===== config.mk =====
export PLATFORM = sky130hd
export DESIGN_NAME = alu_acc_seq
export DESIGN_NICKNAME = d
export VERILOG_FILES = /design/src/rtl/alu_acc_seq.sv
export SDC_FILE = /design/constraint.sdc
export NUM_CORES = 1
export LEC_CHECK = 0
export BUFFER_PORTS_ARGS = -buffer_cell sky130_fd_sc_hd__buf_2
export CORE_UTILIZATION = 42
export DETAILED_ROUTE_END_ITERATION = 12
export PLACE_DENSITY = 0.73
export SLEW_MARGIN = 20
export SYNTH_ARGS = -nofsm -noshare
export SYNTH_HDL_FRONTEND = slang
export SYNTH_SLANG_ARGS = --single-unit
export TNS_END_PERCENT = 30

===== constraint.sdc =====
create_clock -name clk -period 2.6 [get_ports clk]
set_clock_uncertainty 0.05 [all_clocks]
set_input_delay 0.26 -clock clk [delete_from_list [all_inputs] [get_ports clk]]
set_output_delay 0.26 -clock clk [all_outputs]
set_load 0.01 [all_outputs]

===== src/rtl/alu_acc_seq.sv =====
// alu_acc_seq: sequencing stage that turns an external N-bit combinational
// ALU into a registered accumulator datapath with N/Z/C/V status flags.
//
// Ports
//   clk, rst_n          rising-edge clock, asynchronous active-low reset
//   op_valid/op_ready   request handshake (one op in flight at a time)
//   op_code/op_data     operation selector and operand b / load value
//   op_cin              carry-in forwarded to the ALU
//   alu_a/b/cin/sel     registered drive to the external ALU
//   alu_z/alu_co        combinational result and carry back from the ALU
//   acc                 accumulator
//   flag_n/z/c/v        status flags from the last completed legal op
//   res_valid           one-cycle completion pulse
//   err                 qualifies res_valid; set when the op code was illegal
//
// Build option
//   ALU_ACC_SAT_EN      ADD/SUB saturate to max positive / min negative on
//                       signed overflow instead of wrapping.
//
// state | meaning
// IDLE  | ready for a request; op_ready = 1
// EXEC  | ALU settling on the captured op; result written at the next edge
module alu_acc_seq #(
  parameter int N = 4
) (
  input  logic         clk,
  input  logic         rst_n,
  input  logic         op_valid,
  output logic         op_ready,
  input  logic [3:0]   op_code,
  input  logic [N-1:0] op_data,
  input  logic         op_cin,
  output logic [N-1:0] alu_a,
  output logic [N-1:0] alu_b,
  output logic         alu_cin,
  output logic [3:0]   alu_sel,
  input  logic [N-1:0] alu_z,
  input  logic         alu_co,
  output logic [N-1:0] acc,
  output logic         flag_n,
  output logic         flag_z,
  output logic         flag_c,
  output logic         flag_v,
  output logic         res_valid,
  output logic         err
);

  localparam logic [3:0] OP_ADD  = 4'b0000;
  localparam logic [3:0] OP_SUB  = 4'b0001;
  localparam logic [3:0] OP_AND  = 4'b0011;
  localparam logic [3:0] OP_OR   = 4'b0100;
  localparam logic [3:0] OP_XOR  = 4'b0101;
  localparam logic [3:0] OP_SLA  = 4'b1001;
  localparam logic [3:0] OP_CLR  = 4'b1110;
  localparam logic [3:0] OP_LOAD = 4'b1111;

  typedef enum logic [0:0] {IDLE, EXEC} state_t;

  state_t         state, state_nxt;
  logic           accept, done;
  logic [3:0]     sel_q;
  logic [N-1:0]   b_q;
  logic           cin_q;
  logic [N-1:0]   res;
  logic           res_c, res_v, legal;

  assign alu_a   = acc;
  assign alu_b   = b_q;
  assign alu_sel = sel_q;
  assign alu_cin = cin_q;

  always_ff @(posedge clk or negedge rst_n) begin
    if (!rst_n) state <= IDLE;
    else        state <= state_nxt;
  end

  always_comb begin
    state_nxt = state;
    op_ready  = 1'b0;
    accept    = 1'b0;
    done      = 1'b0;
    case (state)
      IDLE: begin
        op_ready = 1'b1;
        if (op_valid) begin
          accept    = 1'b1;
          state_nxt = EXEC;
        end
      end
      EXEC: begin
        done      = 1'b1;
        state_nxt = IDLE;
      end
      default: state_nxt = IDLE;
    endcase
  end

  // Result selection from the op captured at accept; the ALU has had a full
  // cycle to settle on the registered drive by the time this is used.
  always_comb begin
    res   = acc;
    res_c = 1'b0;
    res_v = 1'b0;
    legal = 1'b1;
    case (sel_q)
      OP_ADD: begin
        res   = alu_z;
        res_c = alu_co;
        res_v = (acc[N-1] == b_q[N-1]) && (alu_z[N-1] != acc[N-1]);
      end
      OP_SUB: begin
        res   = alu_z;
        res_c = alu_co;
        res_v = (acc[N-1] != b_q[N-1]) && (alu_z[N-1] != acc[N-1]);
      end
      OP_AND, OP_OR, OP_XOR: res = alu_z;
      OP_SLA: begin
        res   = alu_z;
        res_c = alu_co;
      end
      OP_LOAD: res = b_q;
      OP_CLR:  res = '0;
      default: legal = 1'b0;
    endcase
`ifdef ALU_ACC_SAT_EN
    // Only ADD/SUB can raise res_v, so no further op qualification needed.
    if (res_v) res = acc[N-1] ? {1'b1, {(N-1){1'b0}}} : {1'b0, {(N-1){1'b1}}};
`endif
  end

  always_ff @(posedge clk or negedge rst_n) begin
    if (!rst_n) begin
      sel_q     <= '0;
      b_q       <= '0;
      cin_q     <= 1'b0;
      acc       <= '0;
      flag_n    <= 1'b0;
      flag_z    <= 1'b0;
      flag_c    <= 1'b0;
      flag_v    <= 1'b0;
      res_valid <= 1'b0;
      err       <= 1'b0;
    end else begin
      if (accept) begin
        sel_q <= op_code;
        b_q   <= op_data;
        cin_q <= op_cin;
      end
      if (done && legal) begin
        acc    <= res;
        flag_n <= res[N-1];
        flag_z <= (res == '0);
        flag_c <= res_c;
        flag_v <= res_v;
      end
      res_valid <= done;
      err       <= done && !legal;
    end
  end

endmodule


==> metrics.cfg, run 1 <==
[setup_path]
critPathTopFamily = simple AND/OR/NAND/NOR gates
path_type_of_the_worst_setup_path = reg -> reg
worst-path-buf-inv = 0
setup.worst_path.end_class = flip-flop
reg2reg_start = state
reg2regPathDepth = 2
crit_path_max_incr_delay_ns = 0.63
startpoint_type = flip-flop
r2r-end = alu_b[2]
worstPathRequired_ns = 2.73
cp_slowest_cell = nor2b_1
path_max_fanout = 11
worstPathArrival_ns = 1.78
crit_chain = nor2b_1 -> mux2_2
r2r_slack_ns = 0.95

[detailed_routing]
post-route-drc-count = 0
routed_wirelength_um = 1640
drt-met1-wl_um = 735
drt_first_iter_violations = 10
viasPerCell = 4.93
top_signal_layer_used = met3
postRouteAntennaNets = 0
vias = 671
detailroute.wirelength.met2_um = 857
drt_first_pass_iters = 4
routedWlPerCell_um = 12.1
wl_met3_um = 46

[final_layout]
final-instance-count-excl-fill = 136
area.growth.synth_to_final_pct = 25.5
layout-drive-gt1-share_pct = 59.6
antenna_cells_inserted = 0
final_cell_mix = 40 x buf_2, 19 x dfrtp_1, 14 x mux2_2, 4 x a22o_2
final_common_cell = buf_2
design.final.nets = 127

[sta]
finalCriticalPeriod_ns = 1.65
drv_slew = 0
setup_viol_count_final = 0
rsz0062_at_grt = false
timing.slew.headroom_pct = 48.5
finalHoldViolCount = 0
finalCritPeriodShare_pct = 63.4
max_clock_freq_ghz = 0.607
setup_total_negative_slack_ns = 0
timing_worst_slew_pin_value_ns = 0.770

[power]
p_leak_nw = 0.565
clock_power_share_pct = 17.1
power.net_switching_mw = 0.269
flop_pwr_share_pct = 48.9
power_frac_comb_pct = 34.0
sw_frac_of_total_pct = 32.4
peakVddDrop_v = 0.000331
cellPowerDensity_nw_per_um2 = 742
internal_mw = 0.562

[clocking]
clock_tree_from_tritoncts = yes
htree_levels = 1
cts_root_buffer = clkbuf_4
clock_path_buffers = 2
post-cts-setup-buffers = 0
cts.repair.resized = 0
clock_sinks = 19
insertion_delay_ns = 0.28
tritoncts.num_buffers = 3
clk_pin_slew_ns = 0.10

[floorplanning]
die_x_um = 48.1
initial_utilization_pct = 45.0
die-height_um = 48.1
core-area_um2 = 1980
rows = 16
die_area_um2 = 2310
io_count = 41

[synth]
ys_ff_latch = 19
synthesis.area_per_instance_um2 = 12.7
mappedNetlistArea_um2 = 892
synth_cell_types = 25
post_synth_inst_count = 70
ys_warn_count = 0
synth_sequential_area_ratio_pct = 53.3
syn-num-nets = 87

[place]
buffer_ports.inserted = 40
dp.cells = 131
detailedPlacementHpwl_um = 1260
place.gp.congestion = 0.726

[global_route]
antenna_violations_before_repair = 0
via_count_of_the_first_global_routing_pass = 549
maximum_number_of_pins_on_one_net_before_global_route_repair = 20
grt_pass1_wl_um = 2410
global_route.overflow_total = 0
total_routing_usage_reported_by_global_routing_pct = 15.4

[outcome]
run_status = finished clean

[hold_path]
timing.hold.worst_endpoint = alu_sel[0]
hold_depth = 3
holdCritStartpoint = op_code[0]
min_path_type = in -> reg

[run]
cap_violations = 0

## power by group through the flow
stage,Sequential (mW),Combinational (mW),Clock [mW]
after global placement,0.409,0.283,0
after CTS,0.407,0.287,0.152
after global routing,0.418,0.317,0.164
final,0.406,0.283,0.142
after floorplan,0.437,0.175,0
after detailed placement,0.413,0.284,0
## worst min-delay path, delay by kind of cell
family                 cells  cell delay [ns]
AO/OA/AOI/OAI              1             0.06
buffers and inverters      1             0.08
AND/OR/NAND/NOR            1             0.03
## metrics by stage
step	worst slack (ns)	util [%]	hold slack (ns)	total power [mW]	area, µm²
floorplan	1.17	-	-0.0856	0.612	892
global placement	0.987	54.7	0.166	0.692	1080
detailed placement	0.937	54.7	0.170	0.697	1080
CTS	0.920	56.5	0.112	0.846	1120
global route	0.855	56.5	0.117	0.899	1120
finish	0.952	56.5	0.125	0.831	1120
## worst max-delay path by stage
| stage | endpoint | cells after the start | start |
|---|---|---|---|
| 2_1_floorplan | acc[0] | 4 | alu_sel[1] |
| 3_3_place_gp | alu_cin | 2 | state |
| 3_5_place_dp | alu_b[2] | 2 | state |
| 4_1_cts | alu_b[2] | 2 | state |
| 5_1_grt | alu_sel[2] | 2 | state |
| 6_report | alu_b[2] | 2 | state |
## state kept, by name, indices dropped and copies added, names as in the netlist
signal,count
flag_c,1
state,1
res_valid,1
alu_b,4
alu_sel,4
err,1
acc,4
flag_z,1
flag_v,1
alu_cin,1
## layer usage
metal,vias up,track usage [%]
li1,323,-
met1,332,20.6
met2,16,23.0
met3,0,4.53
met4,0,6.67
met5,-,0
## synth_stat cells (all sizes together)
cell type | instances | area (µm²)
inv | 2 | 7.51
mux2 | 15 | 169
nor2b | 3 | 18.8
dfrtp | 19 | 475
mux2i | 1 | 10.0
and2 | 1 | 8.76
nor4 | 1 | 6.26
or2 | 1 | 6.26
nor2 | 3 | 13.8
buf | 6 | 42.5
nand2 | 3 | 11.3
nor3 | 1 | 5.00
a22o | 4 | 40.0
nand3 | 1 | 5.00
o21ai | 3 | 30.0
xnor2 | 1 | 8.76
a22oi | 1 | 7.51
nand2b | 1 | 6.26
or4 | 2 | 15.0
a21oi | 1 | 5.00
## cell families after synthesis
group | count (synthesis) | synth area share, %
flip-flops | 19 | 53.3
AND/OR/NAND/NOR | 17 | 10.8
multiplexers | 16 | 20.1
AO/OA/AOI/OAI | 9 | 9.26
buffers and inverters | 8 | 5.61
XOR/XNOR | 1 | 0.982
## layout make-up
class,instances,area [µm²]
Timing Repair Buffer,41,210
Clock buffer,4,26.3
Tap cell,27,33.8
Inverter,2,7.51
Multi-Input combinational cell,43,367
Sequential cell,19,475
Fill cell,181,862
## repair_timing
action | 4_1_cts | 5_1_grt
setup endpoints to repair | 0 | 0
hold buffers | 1 | 0
hold endpoints to repair | 19 | 0
No activity file was read; power rests on OpenSTA's default activity.
==> inputs of run 2 (changes only) <==
Clock period 2.6 ns to 1.6 ns, I/O delays scaled along.
==> run 2 against run 1 <==
  * Via count fell by 1.8%
  * Cell count grew 1.5%
  * Maximum frequency is 12% higher
  * Critical path type unchanged
  * Largest power group unchanged
==> metrics.cfg, run 2 (synthesized netlist as in run 1, its figures left out) <==
[power]
power.net_switching_mw = 0.443  ; was 0.269 mW
peakVddDrop_v = 0.000640  ; was 0.000331 V
clock_power_share_pct = 17.4  ; was 17.1%
sw_frac_of_total_pct = 32.7  ; was 32.4%
flop_pwr_share_pct = 48.5  ; was 48.9%
internal_mw = 0.913  ; was 0.562 mW
p_leak_nw = 0.578  ; was 0.565 nW
design_power_total_mw = 1.36  ; was 0.831 mW
power_frac_comb_pct = 34.1  ; was 34.0%
cellPowerDensity_nw_per_um2 = 1190  ; was 742 nW/µm²

[final_layout]
final_common_cell = buf_2  ; unchanged
postLayoutCellArea_um2 = 1140  ; was 1120 µm²
final_cell_mix = 40 x buf_2, 19 x dfrtp_1, 14 x mux2_2, 4 x a22o_2  ; unchanged
multi_input_area_um2 = 367  ; unchanged
antenna_cells_inserted = 0  ; unchanged
seq_area_um2 = 475  ; unchanged
area.growth.synth_to_final_pct = 27.3  ; was 25.5%
layout-drive-gt1-share_pct = 61.3  ; was 59.6%
design.final.nets = 129  ; was 127
final.fill_count = 193  ; was 181

[sta]
finalHoldViolCount = 0  ; unchanged
post-route-worst-setup-slack_ns = 0.122  ; was 0.952 ns
timing.slew.headroom_pct = 73.0  ; was 48.5%
setup_total_negative_slack_ns = 0  ; unchanged
timing_worst_slew_pin_value_ns = 0.405  ; was 0.770 ns
finalCritPeriodShare_pct = 92.4  ; was 63.4%
drv_slew = 0  ; unchanged
setup_viol_count_final = 0  ; unchanged
rsz0062_at_grt = false  ; unchanged
max_clock_freq_ghz = 0.677  ; was 0.607 GHz
finalCriticalPeriod_ns = 1.48  ; was 1.65 ns

[global_route]
maximum_number_of_pins_on_one_net_before_global_route_repair = 20  ; unchanged
total_routing_usage_reported_by_global_routing_pct = 15.0  ; was 15.4%
antenna_violations_before_repair = 0  ; unchanged
via_count_of_the_first_global_routing_pass = 538  ; was 549
grt_pass1_wl_um = 2310  ; was 2410 µm
global_route.overflow_total = 0  ; unchanged

[setup_path]
startpoint_type = flip-flop  ; unchanged
worstPathArrival_ns = 1.61  ; was 1.78 ns
path_max_fanout = 7  ; was 11
setup.worst_path.end_class = flip-flop  ; unchanged
crit_chain = or2_1 -> nand2_1 -> o21ai_4 -> mux2_2  ; was nor2b_1 -> mux2_2
reg2reg_start = alu_sel[1]  ; was state
worstPathRequired_ns = 1.73  ; was 2.73 ns
crit_path_max_incr_delay_ns = 0.44  ; was 0.63 ns
worst-path-buf-inv = 0  ; unchanged
cp_slowest_cell = dfrtp_1  ; was nor2b_1
path_type_of_the_worst_setup_path = reg -> reg  ; unchanged
critPathTopFamily = flip-flops  ; was simple AND/OR/NAND/NOR gates
startpoint = alu_sel[1]  ; was state

[clocking]
clk_pin_slew_ns = 0.11  ; was 0.10 ns
clock_tree_from_tritoncts = yes  ; unchanged
insertion_delay_ns = 0.29  ; was 0.28 ns
cts.repair.resized = 0  ; unchanged
htree_levels = 1  ; unchanged
tritoncts.num_buffers = 3  ; unchanged
cts_root_buffer = clkbuf_4  ; unchanged
clock_sinks = 19  ; unchanged
clock_path_buffers = 2  ; unchanged

[floorplanning]
rows = 16  ; unchanged
io_count = 41  ; unchanged
die_x_um = 48.1  ; unchanged
die_area_um2 = 2310  ; unchanged
core-area_um2 = 1980  ; unchanged
die-height_um = 48.1  ; unchanged
initial_utilization_pct = 45.0  ; unchanged

[detailed_routing]
drt_first_pass_iters = 2  ; was 4
post-route-drc-count = 0  ; unchanged
viasPerCell = 4.78  ; was 4.93
vias = 659  ; was 671
routed_wirelength_um = 1570  ; was 1640 µm
postRouteAntennaNets = 0  ; unchanged
drt_first_iter_violations = 2  ; was 10
routedWlPerCell_um = 11.4  ; was 12.1 µm

[run]
cap_violations = 0  ; unchanged

[place]
detailedPlacementHpwl_um = 1260  ; about the same
pre_cts_ws_ns = 0.126  ; was 0.937 ns
buffer_ports.inserted = 40  ; unchanged
place.gp.congestion = 0.706  ; was 0.726
placement.cell_area_um2 = 1100  ; was 1080 µm²

[hold_path]
holdCritStartpoint = op_code[0]  ; unchanged
min_path_type = in -> reg  ; unchanged

[outcome]
run_status = finished clean  ; unchanged

[run 2: timing repair]
action / CTS / global route
endpoints found under the hold margin: 19 / 0
setup buffers: 0 / 0
setup endpoints to repair: 0 / 0
hold buffers: 1 / 0
[run 2: metal layers]
| metal | global-route usage (%) | wire length (µm) | vias up | share of wire [%] |
|---|---|---|---|---|
| met5 | 0 | 0 | - | 0 |
| met2 | 24.3 | 834 | 16 | 53 |
| li1 | - | - | 326 | - |
| met4 | 6.67 | 16 | 0 | 1.0 |
| met3 | 4.53 | 49 | 2 | 3.1 |
| met1 | 18.4 | 671 | 315 | 43 |
[run 2: worst paths after layout]
kind,to,slack [ns],depth (start not counted)
worst max-delay path,acc[2],0.12,4
worst min-delay path,alu_sel[0],0.02,3
worst max register to register,acc[2],0.12,4
worst min register to register,flag_v,0.47,1
max in group asynchronous,acc[0],0.95,2
min in group asynchronous,alu_sel[0],0.27,2
[run 2: cell type report]
cell class / instances / share of cell area (%)
clock buffer: 3 / 1.98
sequential: 19 / 41.9
clock inverter: 1 / 0.441
inverter: 2 / 0.661
tap: 27 / 2.97
multi-input combinational: 43 / 32.3
timing repair buffer: 43 / 19.8
[run 2: stage by stage]
stage	cells	utilization, %	hold WS [ns]
after global routing	138	57.3	0.00664
after detailed placement	133	55.4	0.0648
after floorplan	70	-	-0.186
after CTS	138	57.3	0.0178
final	138	57.3	0.0200
after global placement	133	55.4	0.0647
[run 2: power by group through the flow]
stage                     Clock (mW)  Sequential (mW)  Combinational, mW
after floorplan                    0            0.710              0.284
after global placement             0            0.664              0.464
after detailed placement           0            0.671              0.467
after CTS                      0.243            0.661              0.470
after global routing           0.273            0.677              0.514
final                          0.236            0.658              0.462
[run 2: worst min-delay path, delay by kind of cell]
kind                   cells  cell delay (ns)
and+or+nand+nor            1             0.04
AOI/OAI and AO/OA          1             0.05
buffers and inverters      1             0.08
